File: config.mk
export PLATFORM = sky130hd
export DESIGN_NAME = counter_mod_updn
export DESIGN_NICKNAME = d
export VERILOG_FILES = /design/src/rtl/counter_mod_updn.sv
export SDC_FILE = /design/constraint.sdc
export NUM_CORES = 1
export LEC_CHECK = 0
export BUFFER_PORTS_ARGS = -buffer_cell sky130_fd_sc_hd__buf_2
export CAP_MARGIN = 5
export CORE_UTILIZATION = 40
export CTS_CLUSTER_DIAMETER = 200
export CTS_CLUSTER_SIZE = 14
export DETAILED_ROUTE_END_ITERATION = 10
export HOLD_SLACK_MARGIN = 0.05
export PLACE_DENSITY = 0.6
export SLEW_MARGIN = 20
export SYNTH_ARGS = -nofsm -noshare
export SYNTH_HDL_FRONTEND = slang
export SYNTH_SLANG_ARGS = --single-unit
File: constraint.sdc
create_clock -name clk -period 2.7 [get_ports clk]
set_clock_uncertainty 0.15 [all_clocks]
set_input_delay 0.135 -clock clk [delete_from_list [all_inputs] [get_ports clk]]
set_output_delay 0.135 -clock clk [all_outputs]
set_load 0.02 [all_outputs]
File: src/rtl/counter_mod_updn.sv
// ---------------------------------------------------------------------------
// counter_mod_updn
//
// Parametrised WIDTH-bit up/down counter with a programmable modulus.
// The count range is 0..modulus inclusive. Supports synchronous clear,
// parallel load (clamped to modulus), count enable, and a per-cycle choice
// between wrapping and saturating at the range boundaries.
//
// Parameters:
//   WIDTH      counter width in bits (>= 2)
//   RESET_VAL  value loaded into cnt by the asynchronous reset
//
// Ports:
//   clk       in   rising-edge clock
//   rst_n     in   asynchronous active-low reset
//   clr       in   synchronous clear to 0 (highest priority)
//   load      in   synchronous load of min(load_val, modulus)
//   load_val  in   [WIDTH] load value
//   en        in   count enable
//   up_dn     in   1 = count up, 0 = count down
//   modulus   in   [WIDTH] terminal value
//   sat_mode  in   1 = saturate at boundary, 0 = wrap
//   cnt       out  [WIDTH] registered count
//   tc        out  combinational terminal-count flag for the current direction
//   wrap      out  registered one-cycle pulse, high alongside the post-wrap cnt
//
// Optional build macro CNT_SNAPSHOT_EN adds:
//   snap      in   capture request
//   snap_val  out  [WIDTH] cnt value sampled on the last edge with snap=1
// ---------------------------------------------------------------------------
module counter_mod_updn #(
    parameter int               WIDTH     = 8,
    parameter logic [WIDTH-1:0] RESET_VAL = '0
) (
    input  logic             clk,
    input  logic             rst_n,
    input  logic             clr,
    input  logic             en,
    input  logic             up_dn,
    input  logic             load,
    input  logic [WIDTH-1:0] load_val,
    input  logic [WIDTH-1:0] modulus,
    input  logic             sat_mode,
`ifdef CNT_SNAPSHOT_EN
    input  logic             snap,
    output logic [WIDTH-1:0] snap_val,
`endif
    output logic [WIDTH-1:0] cnt,
    output logic             tc,
    output logic             wrap
);

    localparam logic [WIDTH-1:0] ONE  = WIDTH'(1);
    localparam logic [WIDTH-1:0] ZERO = '0;

    logic [WIDTH-1:0] cnt_nxt;
    logic             wrap_nxt;

    // Boundary comparisons, all unsigned at WIDTH bits. cnt can sit above
    // modulus when modulus is lowered mid-run, so "at or above" is used
    // for the top boundary rather than equality.
    logic             at_or_above_top;
    logic             above_top;
    logic             at_zero;
    logic [WIDTH-1:0] load_clamped;

    assign at_or_above_top = (cnt >= modulus);
    assign above_top       = (cnt >  modulus);
    assign at_zero         = (cnt == ZERO);
    assign load_clamped    = (load_val > modulus) ? modulus : load_val;

    assign tc = up_dn ? at_or_above_top : at_zero;

    // Next count for an enabled step upward. cnt+1 is only taken when
    // cnt < modulus, so it can never overflow WIDTH bits.
    logic [WIDTH-1:0] up_cnt;
    logic             up_wrap;

    always_comb begin
        up_cnt  = cnt;
        up_wrap = 1'b0;
        if (!at_or_above_top) begin
            up_cnt = cnt + ONE;
        end else if (sat_mode) begin
            up_cnt = modulus;
        end else begin
            up_cnt  = ZERO;
            up_wrap = 1'b1;
        end
    end

    // Next count for an enabled step downward. A count left above a newly
    // lowered modulus is pulled back to modulus without flagging a wrap.
    logic [WIDTH-1:0] dn_cnt;
    logic             dn_wrap;

    always_comb begin
        dn_cnt  = cnt;
        dn_wrap = 1'b0;
        if (above_top) begin
            dn_cnt = modulus;
        end else if (!at_zero) begin
            dn_cnt = cnt - ONE;
        end else if (sat_mode) begin
            dn_cnt = ZERO;
        end else begin
            dn_cnt  = modulus;
            dn_wrap = 1'b1;
        end
    end

    // Priority: clr > load > en > hold. wrap only ever comes from a step.
    always_comb begin
        cnt_nxt  = cnt;
        wrap_nxt = 1'b0;
        if (clr) begin
            cnt_nxt = ZERO;
        end else if (load) begin
            cnt_nxt = load_clamped;
        end else if (en) begin
            if (up_dn) begin
                cnt_nxt  = up_cnt;
                wrap_nxt = up_wrap;
            end else begin
                cnt_nxt  = dn_cnt;
                wrap_nxt = dn_wrap;
            end
        end
    end

    always_ff @(posedge clk or negedge rst_n) begin
        if (!rst_n) begin
            cnt  <= RESET_VAL;
            wrap <= 1'b0;
        end else begin
            cnt  <= cnt_nxt;
            wrap <= wrap_nxt;
        end
    end

`ifdef CNT_SNAPSHOT_EN
    // Captures the pre-update count of the same edge; clr/load do not touch it.
    always_ff @(posedge clk or negedge rst_n) begin
        if (!rst_n) begin
            snap_val <= ZERO;
        end else if (snap) begin
            snap_val <= cnt;
        end
    end
`endif

endmodule

==> key figures <==
Power
  • Clk pwr share: 0.201
  • VDD IR-drop max: 192 µV
  • Switching power: 0.361 mW
  • Pleak: 0.857 nW
  • Combinational cell fraction of total power: 0.605
  • Internal power: 0.462 mW
  • P per Cell Area: around 450 mW/mm²
  • Switch share: 0.438
  • Total power draw: around 0.82 mW
  • Sequential Power Share: 0.195

Drt
  • DR iter-0 viols: 110
  • Vias/cell: 5.99
  • Detail Route Antenna Nets: 0
  • Drt pass-1 iters: 4
  • DR WL/cell: 17.3 µm
  • Drt drc: 0
  • DRT Wirelength: 4720 µm
  • Via Count: 1630

Critical path
  • Critical path's top delay family: compound AO/OA/AOI/OAI gates
  • Required @ worst endpoint: 2.65 ns
  • CP max FO: 5
  • Critical path buffers and inverters: 1
  • CP arrival: 2.52 ns
  • CP max stage delay: approximately 0.4 ns
  • Critical Path End Type: flip-flop
  • CP Cell Sequence: ha_1 > nand4_1 > o21a_2 > a211o_1 > buf_4 > a221oi_1 > o221ai_1
  • Slowest library cell on the worst path: dfrtp_1
  • CP Class: flip-flop to flip-flop
  • CP startpoint kind: flip-flop

Placement
  • Placed cell count: 266
  • GP Congestion: 0.884
  • DP HPWL: 3660 µm
  • IO buf count: 32

Logic synthesis
  • Register bit total from synthesis: 9
  • Post-synth design cell area: 0.00149 mm²
  • Number of synthesized flops with an enable pin: 0
  • Mapped Cells: 185
  • Sequential area share after synthesis: 0.151
  • Prevailing post-synth register cell: dfrtp_1
  • Most numerous cell in the Yosys netlist: ha_1
  • Synth top area share: 0.159
  • Synth cell count leaders: ha_1, nand2_1, inv_1, a21oi_1, nor2_1
  • Synth top area cells: ha_1, dfrtp_1, nand2_1
  • Leading area contributor after synthesis: ha_1
  • Syn Area/Cell: between 8 and 9 µm²
  • Async SR Flop Fraction: 1.00
  • YS warnings: 0
  • Distinct cell type count after synthesis: 49
  • Mapped Nets: between 200 and 250

Global routing
  • GR peak layer: met2
  • GR Util met2: 0.397
  • Gr ovfl total: 0
  • First-pass GRT wire length: between 7000 and 8000 µm
  • Vias in the first global route: 1593
  • Gr usage total: 0.247
  • Initial antenna violation count: 0
  • GRT met1 Usage: 0.343
  • Largest net degree at the start of global routing: 17
  • Met3 usage: 0.00906

Clock tree
  • Clk sink count: 9
  • CTS tree: built
  • TritonCTS Buffers: 3
  • H-Tree Depth: 1
  • Clk buf depth: 2
  • Clock latency on the worst-skew pair: 0.24 ns
  • Clock transition at the registers of the reported paths: 0.05 ns
  • Clk root buf: clkbuf_8

Layout
  • Fin cells: around 270
  • Final core occ: 0.528
  • Synth-to-layout area growth: 22.5%
  • # diodes: 0
  • Nets: 269
  • Fraction of layout cells with a size suffix above 1: 0.279

Floorplan
  • Rows: 21
  • Die W: 63.1 µm
  • Starting Density: 0.431
  • Die extent in y: 63.1 µm
  • Core footprint: about 0.0035 mm²
  • Die area: approximately 0.0040 mm²
  • I/O pin count: 33

Min path
  • Hold WC Path Type: input pin to flip-flop

STA
  • Fin crit share: 0.952
  • Tightest Pin Transition: around 0.51 ns
  • Final Max Tran Viols: 0
  • Setup violators final: 0
  • Max-slew headroom: 0.661
  • RSZ-0062 raised after global routing: no
  • Post-layout min period: 2.57 ns
  • Fmax: between 300 and 400 MHz
  • Fin Setup TNS: 0 ns
  • Final hold violation count: 0

Run status
  • Outcome: complete, no violations

Run
  • Max_cap viols: 0
[worst register-to-register path, delay by kind of cell (launching register included)]
| family | cells | cell delay (ns) |
|---|---|---|
| compound gates | 4 | 1.16 |
| flops | 1 | 0.39 |
| buf+inv | 1 | 0.19 |
| simple gates | 1 | 0.23 |
| fa+ha+maj | 1 | 0.32 |
[cell type report]
type / count / area (µm²)
Multi-Input combinational cell: 152 / 1170
Clock buffer: 4 / 45.0
Fill cell: 368 / 1640
Tap cell: 46 / 57.6
Sequential cell: 9 / 225
Timing Repair Buffer: 47 / 275
Inverter: 14 / 52.6
[state kept, by name, summed over array words and instances (netlist names)]
name,count
wrap,1
cnt,8
[path summary, 6_finish.rpt]
path | from | to | slack, ns | depth (start not counted)
max in group asynchronous | rst_n | cnt[4]$_DFFE_PN0P_ | 2.06 | 2
max reg2reg | cnt[7]$_DFFE_PN0P_ | cnt[2]$_DFFE_PN0P_ | 0.13 | 7
min reg2reg | cnt[0]$_DFFE_PN0P_ | cnt[0]$_DFFE_PN0P_ | 0.49 | 3
min | modulus[6] | cnt[6]$_DFFE_PN0P_ | 0.07 | 3
max | cnt[7]$_DFFE_PN0P_ | cnt[2]$_DFFE_PN0P_ | 0.13 | 7
min in group asynchronous | rst_n | cnt[1]$_DFFE_PN0P_ | 0.15 | 2
[logic make-up after synthesis]
kind of cell,after synthesis,share of synthesized area
AND/OR/NAND/NOR,65,0.245
AO/OA/AOI/OAI,49,0.257
buffers and inverters,24,0.0678
adder cells (fa/ha/maj),19,0.159
XOR/XNOR,11,0.0645
flip-flops,9,0.151
multiplexers,8,0.0561
[layout by cell type (no fill, tap or decap), types with 4 or more instances in the layout]
master and n:
xor2_1 6, nand2_1 18, buf_2 32, inv_1 14, a21oi_1 10, nor4_1 5, o221ai_1 4, o211ai_1 4
nor2_1 10, ha_1 19, mux2i_1 5, buf_4 14, nor3_1 4, nand3_1 6, a221oi_1 4, xnor2_1 5
dfrtp_1 9, nand4_1 4
[routing by layer]
metal  vias to the layer above  share of wire
met5                         -              0
li1                        796              -
met3                        10          0.070
met1                       748           0.45
met4                         0          0.019
met2                        76           0.46
[power groups by stage]
stage	clock, mW	combinational, mW	sequential [mW]
finish	0.165	0.497	0.160
global route	0.172	0.543	0.162
CTS	0.166	0.491	0.160
detailed placement	0	0.486	0.162
global placement	0	0.481	0.161
floorplan	0	0.296	0.193
[what timing repair did]
action / in CTS / in global routing
hold endpoints to repair: 9 / 0
setup buffers: 0 / 1
endpoints found under the setup margin: 0 / 3
hold buffers: 1 / 0
gates resized for setup: 0 / 2
[per-stage QoR]
step	setup WS, ns	area, µm²	hold slack (ns)
global placement	0.207	1760	-0.139
global route	0.0205	1830	0.100
CTS	0.0753	1820	0.0661
floorplan	0.0840	1490	-0.311
detailed placement	0.173	1760	-0.140
finish	0.131	1830	0.0729
No activity file was read; power rests on OpenSTA's default activity.
